<file path="src/rtl/spram_fifo_arbiter_pkg.sv">
// Shared definitions for the SPRAM FIFO arbiter: grant encoding and default SPRAM geometry.
package spram_fifo_arbiter_pkg;

  localparam int unsigned DEF_ADDR_BITS  = 14;
  localparam int unsigned DEF_DATA_BITS  = 16;
  localparam int unsigned DEF_SKID_DEPTH = 2;

  typedef enum logic [1:0] {
    GRANT_IDLE  = 2'd0,
    GRANT_WRITE = 2'd1,
    GRANT_READ  = 2'd2
  } grant_e;

endpackage

</file>
<file path="src/rtl/spram_fifo_arbiter_if.sv">
// Client-side bus of the SPRAM FIFO arbiter: enqueue/dequeue strobes and status.
interface spram_fifo_arbiter_if #(
  parameter int unsigned ADDR_BITS = 14,
  parameter int unsigned DATA_BITS = 16
);
  logic [DATA_BITS-1:0] write_data;
  logic                 write_strobe;
  logic                 read_strobe;
  logic [DATA_BITS-1:0] read_data;
  logic                 read_valid;
  logic                 data_available;
  logic [ADDR_BITS:0]   count;
  logic                 full;
  logic                 overflow;

  modport master (
    output write_data, write_strobe, read_strobe,
    input  read_data, read_valid, data_available, count, full, overflow
  );

  modport slave (
    input  write_data, write_strobe, read_strobe,
    output read_data, read_valid, data_available, count, full, overflow
  );
endinterface

</file>
<file path="src/rtl/spram_fifo_arbiter_skid_fifo.sv">
// Small register FIFO absorbing write strobes while the SPRAM is busy with a read.
module skid_fifo #(
  parameter  int unsigned DATA_BITS  = 16,
  parameter  int unsigned SKID_DEPTH = 2,
  localparam int unsigned PTR_BITS   = $clog2(SKID_DEPTH)
) (
  input  logic                 clk,
  input  logic                 reset,
  input  logic                 i_push,
  input  logic [DATA_BITS-1:0] i_push_data,
  input  logic                 i_pop,
  output logic [DATA_BITS-1:0] o_head,
  output logic                 o_full,
  output logic                 o_empty,
  output logic [PTR_BITS:0]    o_level
);
  logic [DATA_BITS-1:0] r_mem [SKID_DEPTH];
  logic [PTR_BITS-1:0]  r_wr_idx;
  logic [PTR_BITS-1:0]  r_rd_idx;
  logic [PTR_BITS:0]    r_level;
  logic                 w_push;
  logic                 w_pop;

  assign o_full  = (r_level == (PTR_BITS+1)'(SKID_DEPTH));
  assign o_empty = (r_level == '0);
  assign o_level = r_level;
  assign o_head  = r_mem[r_rd_idx];

  // A push into a full FIFO is refused even when a pop happens in the same cycle.
  assign w_push = i_push && !o_full;
  assign w_pop  = i_pop && !o_empty;

  always_ff @(posedge clk) begin
    if (reset) begin
      r_wr_idx <= '0;
      r_rd_idx <= '0;
      r_level  <= '0;
    end else begin
      if (w_push) r_wr_idx <= r_wr_idx + 1'b1;
      if (w_pop)  r_rd_idx <= r_rd_idx + 1'b1;
      if (w_push && !w_pop)      r_level <= r_level + 1'b1;
      else if (!w_push && w_pop) r_level <= r_level - 1'b1;
    end
  end

  always_ff @(posedge clk) begin
    if (w_push) r_mem[r_wr_idx] <= i_push_data;
  end

endmodule

</file>
<file path="src/rtl/spram_fifo_arbiter.sv">
// FIFO controller for a single-ported SPRAM: owns pointers and occupancy and
// grants the RAM each cycle to either the skid-buffered writer or the reader.
module spram_fifo_arbiter
  import spram_fifo_arbiter_pkg::*;
#(
  parameter int unsigned ADDR_BITS  = DEF_ADDR_BITS,
  parameter int unsigned DATA_BITS  = DEF_DATA_BITS,
  parameter int unsigned SKID_DEPTH = DEF_SKID_DEPTH
) (
  input  logic                  clk,
  input  logic                  reset,
  spram_fifo_arbiter_if.slave   bus,
  output logic [ADDR_BITS-1:0]  ram_addr,
  output logic [DATA_BITS-1:0]  ram_wdata,
  output logic                  ram_wren,
  input  logic [DATA_BITS-1:0]  ram_rdata
);
  localparam int unsigned       SKID_LVL_BITS = $clog2(SKID_DEPTH) + 1;
  localparam logic [ADDR_BITS:0] RAM_DEPTH    = {1'b1, {ADDR_BITS{1'b0}}};

  logic [ADDR_BITS-1:0]     r_wr_ptr;
  logic [ADDR_BITS-1:0]     r_rd_ptr;
  logic [ADDR_BITS:0]       r_count;
  logic                     r_read_pending;
  logic                     r_read_issued;
  logic                     r_read_valid;
  logic                     r_overflow;
  logic [ADDR_BITS-1:0]     r_ram_addr;
  logic [DATA_BITS-1:0]     r_ram_wdata;
  logic                     r_ram_wren;

  grant_e                   w_grant;
  logic                     w_full;
  logic                     w_write_urgent;
  logic                     w_data_available;
  logic                     w_read_accept;
  logic                     w_skid_full;
  logic                     w_skid_empty;
  logic [SKID_LVL_BITS-1:0] w_skid_level;
  logic [DATA_BITS-1:0]     w_skid_head;

  skid_fifo #(
    .DATA_BITS  (DATA_BITS),
    .SKID_DEPTH (SKID_DEPTH)
  ) u_skid (
    .clk         (clk),
    .reset       (reset),
    .i_push      (bus.write_strobe),
    .i_push_data (bus.write_data),
    .i_pop       (w_grant == GRANT_WRITE),
    .o_head      (w_skid_head),
    .o_full      (w_skid_full),
    .o_empty     (w_skid_empty),
    .o_level     (w_skid_level)
  );

  assign w_full         = (r_count == RAM_DEPTH);
  assign w_write_urgent = (w_skid_level >= SKID_LVL_BITS'(SKID_DEPTH - 1)) && !w_full;

  always_comb begin
    w_grant = GRANT_IDLE;
    if (w_write_urgent)                 w_grant = GRANT_WRITE;
    else if (r_read_pending)            w_grant = GRANT_READ;
    else if (!w_skid_empty && !w_full)  w_grant = GRANT_WRITE;
  end

  // Only one read may be in flight, so a new request is refused until the current one is granted.
  assign w_data_available = (r_count != '0) && !r_read_pending && (w_grant != GRANT_READ);
  assign w_read_accept    = bus.read_strobe && w_data_available;

  always_ff @(posedge clk) begin
    if (reset) begin
      r_wr_ptr       <= '0;
      r_rd_ptr       <= '0;
      r_count        <= '0;
      r_read_pending <= 1'b0;
      r_read_issued  <= 1'b0;
      r_read_valid   <= 1'b0;
      r_overflow     <= 1'b0;
      r_ram_addr     <= '0;
      r_ram_wdata    <= '0;
      r_ram_wren     <= 1'b0;
    end else begin
      r_ram_wren    <= 1'b0;
      r_read_issued <= 1'b0;
      // SPRAM registers the address one cycle after the grant, data follows one cycle later.
      r_read_valid  <= r_read_issued;
      if (w_read_accept) r_read_pending <= 1'b1;
      if (bus.write_strobe && w_skid_full) r_overflow <= 1'b1;
      case (w_grant)
        GRANT_WRITE: begin
          r_ram_addr  <= r_wr_ptr;
          r_ram_wdata <= w_skid_head;
          r_ram_wren  <= 1'b1;
          r_wr_ptr    <= r_wr_ptr + 1'b1;
          r_count     <= r_count + 1'b1;
        end
        GRANT_READ: begin
          r_ram_addr     <= r_rd_ptr;
          r_rd_ptr       <= r_rd_ptr + 1'b1;
          r_count        <= r_count - 1'b1;
          r_read_pending <= 1'b0;
          r_read_issued  <= 1'b1;
        end
        default: ;
      endcase
    end
  end

  assign ram_addr  = r_ram_addr;
  assign ram_wdata = r_ram_wdata;
  assign ram_wren  = r_ram_wren;

  assign bus.read_data      = ram_rdata;
  assign bus.read_valid     = r_read_valid;
  assign bus.data_available = w_data_available;
  assign bus.count          = r_count;
  assign bus.full           = w_full;
  assign bus.overflow       = r_overflow;

endmodule

</file>
<file path="src/flat_wrapper.sv">
// flat-port wrapper written by rule: the top's interface ports become plain ports
module spram_fifo_arbiter_flat import spram_fifo_arbiter_pkg::*;
#(
  parameter int unsigned ADDR_BITS  = DEF_ADDR_BITS,
  parameter int unsigned DATA_BITS  = DEF_DATA_BITS,
  parameter int unsigned SKID_DEPTH = DEF_SKID_DEPTH
)
  (clk, reset, ram_addr, ram_wdata, ram_wren, ram_rdata, bus_write_data, bus_write_strobe, bus_read_strobe, bus_read_data, bus_read_valid, bus_data_available, bus_count, bus_full, bus_overflow);
  spram_fifo_arbiter_if #(.ADDR_BITS(ADDR_BITS), .DATA_BITS(DATA_BITS)) bus_i ();
  input  logic clk;
  input  logic reset;
  output logic [ADDR_BITS-1:0] ram_addr;
  output logic [DATA_BITS-1:0] ram_wdata;
  output logic ram_wren;
  input  logic [DATA_BITS-1:0] ram_rdata;
  input wire logic [$bits(bus_i.write_data)-1:0] bus_write_data;
  input wire logic [$bits(bus_i.write_strobe)-1:0] bus_write_strobe;
  input wire logic [$bits(bus_i.read_strobe)-1:0] bus_read_strobe;
  output wire logic [$bits(bus_i.read_data)-1:0] bus_read_data;
  output wire logic [$bits(bus_i.read_valid)-1:0] bus_read_valid;
  output wire logic [$bits(bus_i.data_available)-1:0] bus_data_available;
  output wire logic [$bits(bus_i.count)-1:0] bus_count;
  output wire logic [$bits(bus_i.full)-1:0] bus_full;
  output wire logic [$bits(bus_i.overflow)-1:0] bus_overflow;
  assign bus_i.write_data = bus_write_data;
  assign bus_i.write_strobe = bus_write_strobe;
  assign bus_i.read_strobe = bus_read_strobe;
  assign bus_read_data = bus_i.read_data;
  assign bus_read_valid = bus_i.read_valid;
  assign bus_data_available = bus_i.data_available;
  assign bus_count = bus_i.count;
  assign bus_full = bus_i.full;
  assign bus_overflow = bus_i.overflow;
  spram_fifo_arbiter #(.ADDR_BITS(ADDR_BITS), .DATA_BITS(DATA_BITS), .SKID_DEPTH(SKID_DEPTH)) u_core (.clk(clk), .reset(reset), .bus(bus_i), .ram_addr(ram_addr), .ram_wdata(ram_wdata), .ram_wren(ram_wren), .ram_rdata(ram_rdata));
endmodule
</file>
<file path="config.mk">
export PLATFORM = sky130hd
export DESIGN_NAME = spram_fifo_arbiter_flat
export DESIGN_NICKNAME = d
export VERILOG_FILES = /design/src/rtl/spram_fifo_arbiter_pkg.sv /design/src/rtl/spram_fifo_arbiter_if.sv /design/src/rtl/spram_fifo_arbiter_skid_fifo.sv /design/src/rtl/spram_fifo_arbiter.sv /design/src/flat_wrapper.sv
export SDC_FILE = /design/constraint.sdc
export NUM_CORES = 1
export LEC_CHECK = 0
export CAP_MARGIN = 10
export CORE_AREA = 2 2 135 137
export DETAILED_ROUTE_END_ITERATION = 8
export DIE_AREA = 0 0 137 139
export PLACE_DENSITY = 0.6
export SLEW_MARGIN = 20
export SYNTH_ARGS = -nofsm -noshare
export SYNTH_HDL_FRONTEND = slang
export SYNTH_SLANG_ARGS = --single-unit
</file>
<file path="constraint.sdc">
create_clock -name clk -period 3.61 [get_ports clk]
set_input_delay 0.361 -clock clk [delete_from_list [all_inputs] [get_ports clk]]
set_output_delay 0.361 -clock clk [all_outputs]
set_load 0.005 [all_outputs]
</file>
==> metrics.cfg <==
[outcome]
outcome=completed

[yosys]
yosysSeqAreaShare_pct=50.06
synth_cell_types=49
syn-cell-area_sq_mm=0.005199
postSynthAreaPerCell_sq_um=10.13
synth_ff_type=dfxtp_1
netlist.area_leader.share_pct=31.58
yosysWarnings=0
yosysMostFrequentCell=dfxtp_1
synthTopCellsByArea=dfxtp_1 32%, edfxtp_1 18%, mux2i_1 6.7%
synth.largest_area_cell=dfxtp_1
synth_cells=513
synth.top_cells.by_count=82 x dfxtp_1, 76 x nor2_1, 35 x mux2i_1
synth-edff-count=32
async_flop_share_pct=0
synth_seq_cells=114
syn_nets=568

[flow_run]
cap_violations=0

[clock_tree]
clk-insertion-delay-late_ps=410
ctsHtreeMaxLevel=4
cts_buffers=17
postCtsHoldBufs=0
cts_tree=built
cts_setup_buffers=0
cts_sinks=114
cts_resized=0
cts_buffer_depth=2
path_clk_slew_ps=50
cts-root-buf=clkbuf_16

[global_route]
grt_pass1_wl_microns=19360
grt_use_met2_pct=19.93
grt_max_degree=58
gr-total-overflow=0
grt.total_usage_pct=13.04
antenna_found_initial=0
use_met3_pct=4.861
grt_pass1_vias=3836
top_usage_layer=met2
grt_use_met1_pct=16.28

[cells_and_area]
final-instance-count-excl-fill=809
drive_gt1_share_pct=8.621
nNetsFinal=622
n_antenna_cell=0
post-route-util_pct=37.49
syn2layout_area_growth_pct=27.32

[timing]
skew_ps=15.83
timing_hold_violations_final=0
fin_crit_sh_pct=91.57
tightest_slew_ps=1039
fin_tns_setup_ps=0
slew_headroom_pct=30.13
maxSlewViolCount=0
rsz0062_at_grt=no
min_period_ps=3306
clock.fmax_mhz=302.5
finalSetupViolCount=0

[floorplanning]
die-area_sq_mm=0.01904
die_h_microns=139
design.core.area_sq_mm=0.01766
rows=49
die_w_microns=137
io_pins=102
start_util_pct=29.44

[placement]
place.gp.congestion=0.8814
dp_hpwl_microns=8049
port_buffers=69
dp_cells=777

[detailed_routing]
vias_per_cell=4.753
num_vias=3845
drc_errors=0
firstDrtPassIters=4
drtIter0Drc=176
wirelength_microns=11970
wl_per_cell_microns=14.80
detail-route-antenna-nets=0

[setup_path]
crit_required_ps=3900
cp_max_fo=6
arrival_ps=3590
critPathCaptureType=flop
start_kind=flop
setup.worst_path.class=reg -> reg

[power]
power.density_mw_per_mm2=883.6
peakVddDrop_v=0.0004220
p_leak_nw=2.429

[hold_path]
worstHoldPathType=reg -> reg

path summary, 6_finish.rpt:
check	startpoint	end	slack [ps]	cells after the start
max	u_core.u_skid.o_level[0]	u_core.bus.count[14]	300	12
min	u_core.r_read_issued	u_core.bus.read_valid	440	1
max reg2reg	u_core.u_skid.o_level[0]	u_core.bus.count[14]	300	12
min reg2reg	u_core.r_read_issued	u_core.bus.read_valid	440	1
through the flow:
stage                     cell area (sq um)  power [W]  hold WS, ps  worst slack [ps]
after floorplan                        5199   0.003271        413.8             552.5
after global placement                 6005   0.004146        426.9             299.5
after detailed placement               6005   0.004182        433.5             252.7
after CTS                              6606   0.005902        422.7             199.5
after global routing                   6619   0.006230        451.3             77.29
final                                  6619   0.005848        442.5             304.2
flip-flops by register name, indices dropped and copies added (netlist names), 2 cells and up:
| signal | flops |
|---|---|
| u_core.ram_wdata | 16 |
| u_core.ram_addr | 14 |
| u_core.bus.count | 15 |
| u_core.u_skid.r_mem | 32 |
| u_core.r_wr_ptr | 14 |
| u_core.u_skid.o_level | 2 |
| u_core.r_rd_ptr | 14 |
per-layer routing:
layer | vias up | routed length (microns)
met3 | 17 | 783
met1 | 1798 | 5309
met5 | - | 0
met4 | 0 | 223
li1 | 1928 | -
met2 | 102 | 5654
layout by cell type, fill, tap and decap left out, drive strengths merged, types with 2 or more instances in the layout:
master / count
and4: 3
nor4b: 2
nor2: 77
nor3: 12
a2111oi: 2
clkinvlp: 2
clkdlybuf4s50: 68
nor3b: 4
inv: 13
nand3: 17
edfxtp: 32
and3: 4
bufinv: 2
a21o: 5
and2: 2
nand4: 5
nor4: 9
nor2b: 4
a21oi: 23
xnor2: 21
dfxtp: 82
buf: 9
mux2i: 35
nand2: 22
o21ai: 13
xor2: 16
o21bai: 2
a211oi: 34
ha: 18
clkinv: 4
clkbuf: 24
logic make-up after synthesis:
kind of cell             after synthesis  synth area share, %
adder cells (fa/ha/maj)               19                4.717
AND/OR/NAND/NOR                      163                15.09
AO/OA/AOI/OAI                         89                11.55
flip-flops                           114                50.06
multiplexers                          36                6.956
buffers and inverters                 55                5.391
XOR/XNOR                              37                6.233
critical path, cell delays in order, from the launching register on:
cell and delay (ps):
dfxtp_1 340, inv_1 70, ha_1 300, o21ai_2 360, inv_1 110, buf_4 180
fa_1 400, a21oi_1 260, o211ai_1 140, a21oi_1 270, nor2_1 80, a311oi_1 310
mux2_2 370
power breakdown:
group          switching [W]  leakage (nW)  total (W)  internal [W]
Combinational        0.00117          1.17    0.00226       0.00109
Clock               0.000568         0.291    0.00168       0.00111
Sequential          0.000261         0.969    0.00191       0.00165
layout make-up:
| cell class | instances | area (sq um) |
|---|---|---|
| clock inverters | 8 | 98.84 |
| well taps | 229 | 286.5 |
| inverters | 13 | 48.80 |
| fillers | 1756 | 11040 |
| flip-flops and latches | 114 | 2603 |
| repair buffers | 77 | 745.7 |
| multi-input cells | 344 | 2333 |
| clock buffers | 24 | 503.0 |
Power figures use the tool's default switching activity.
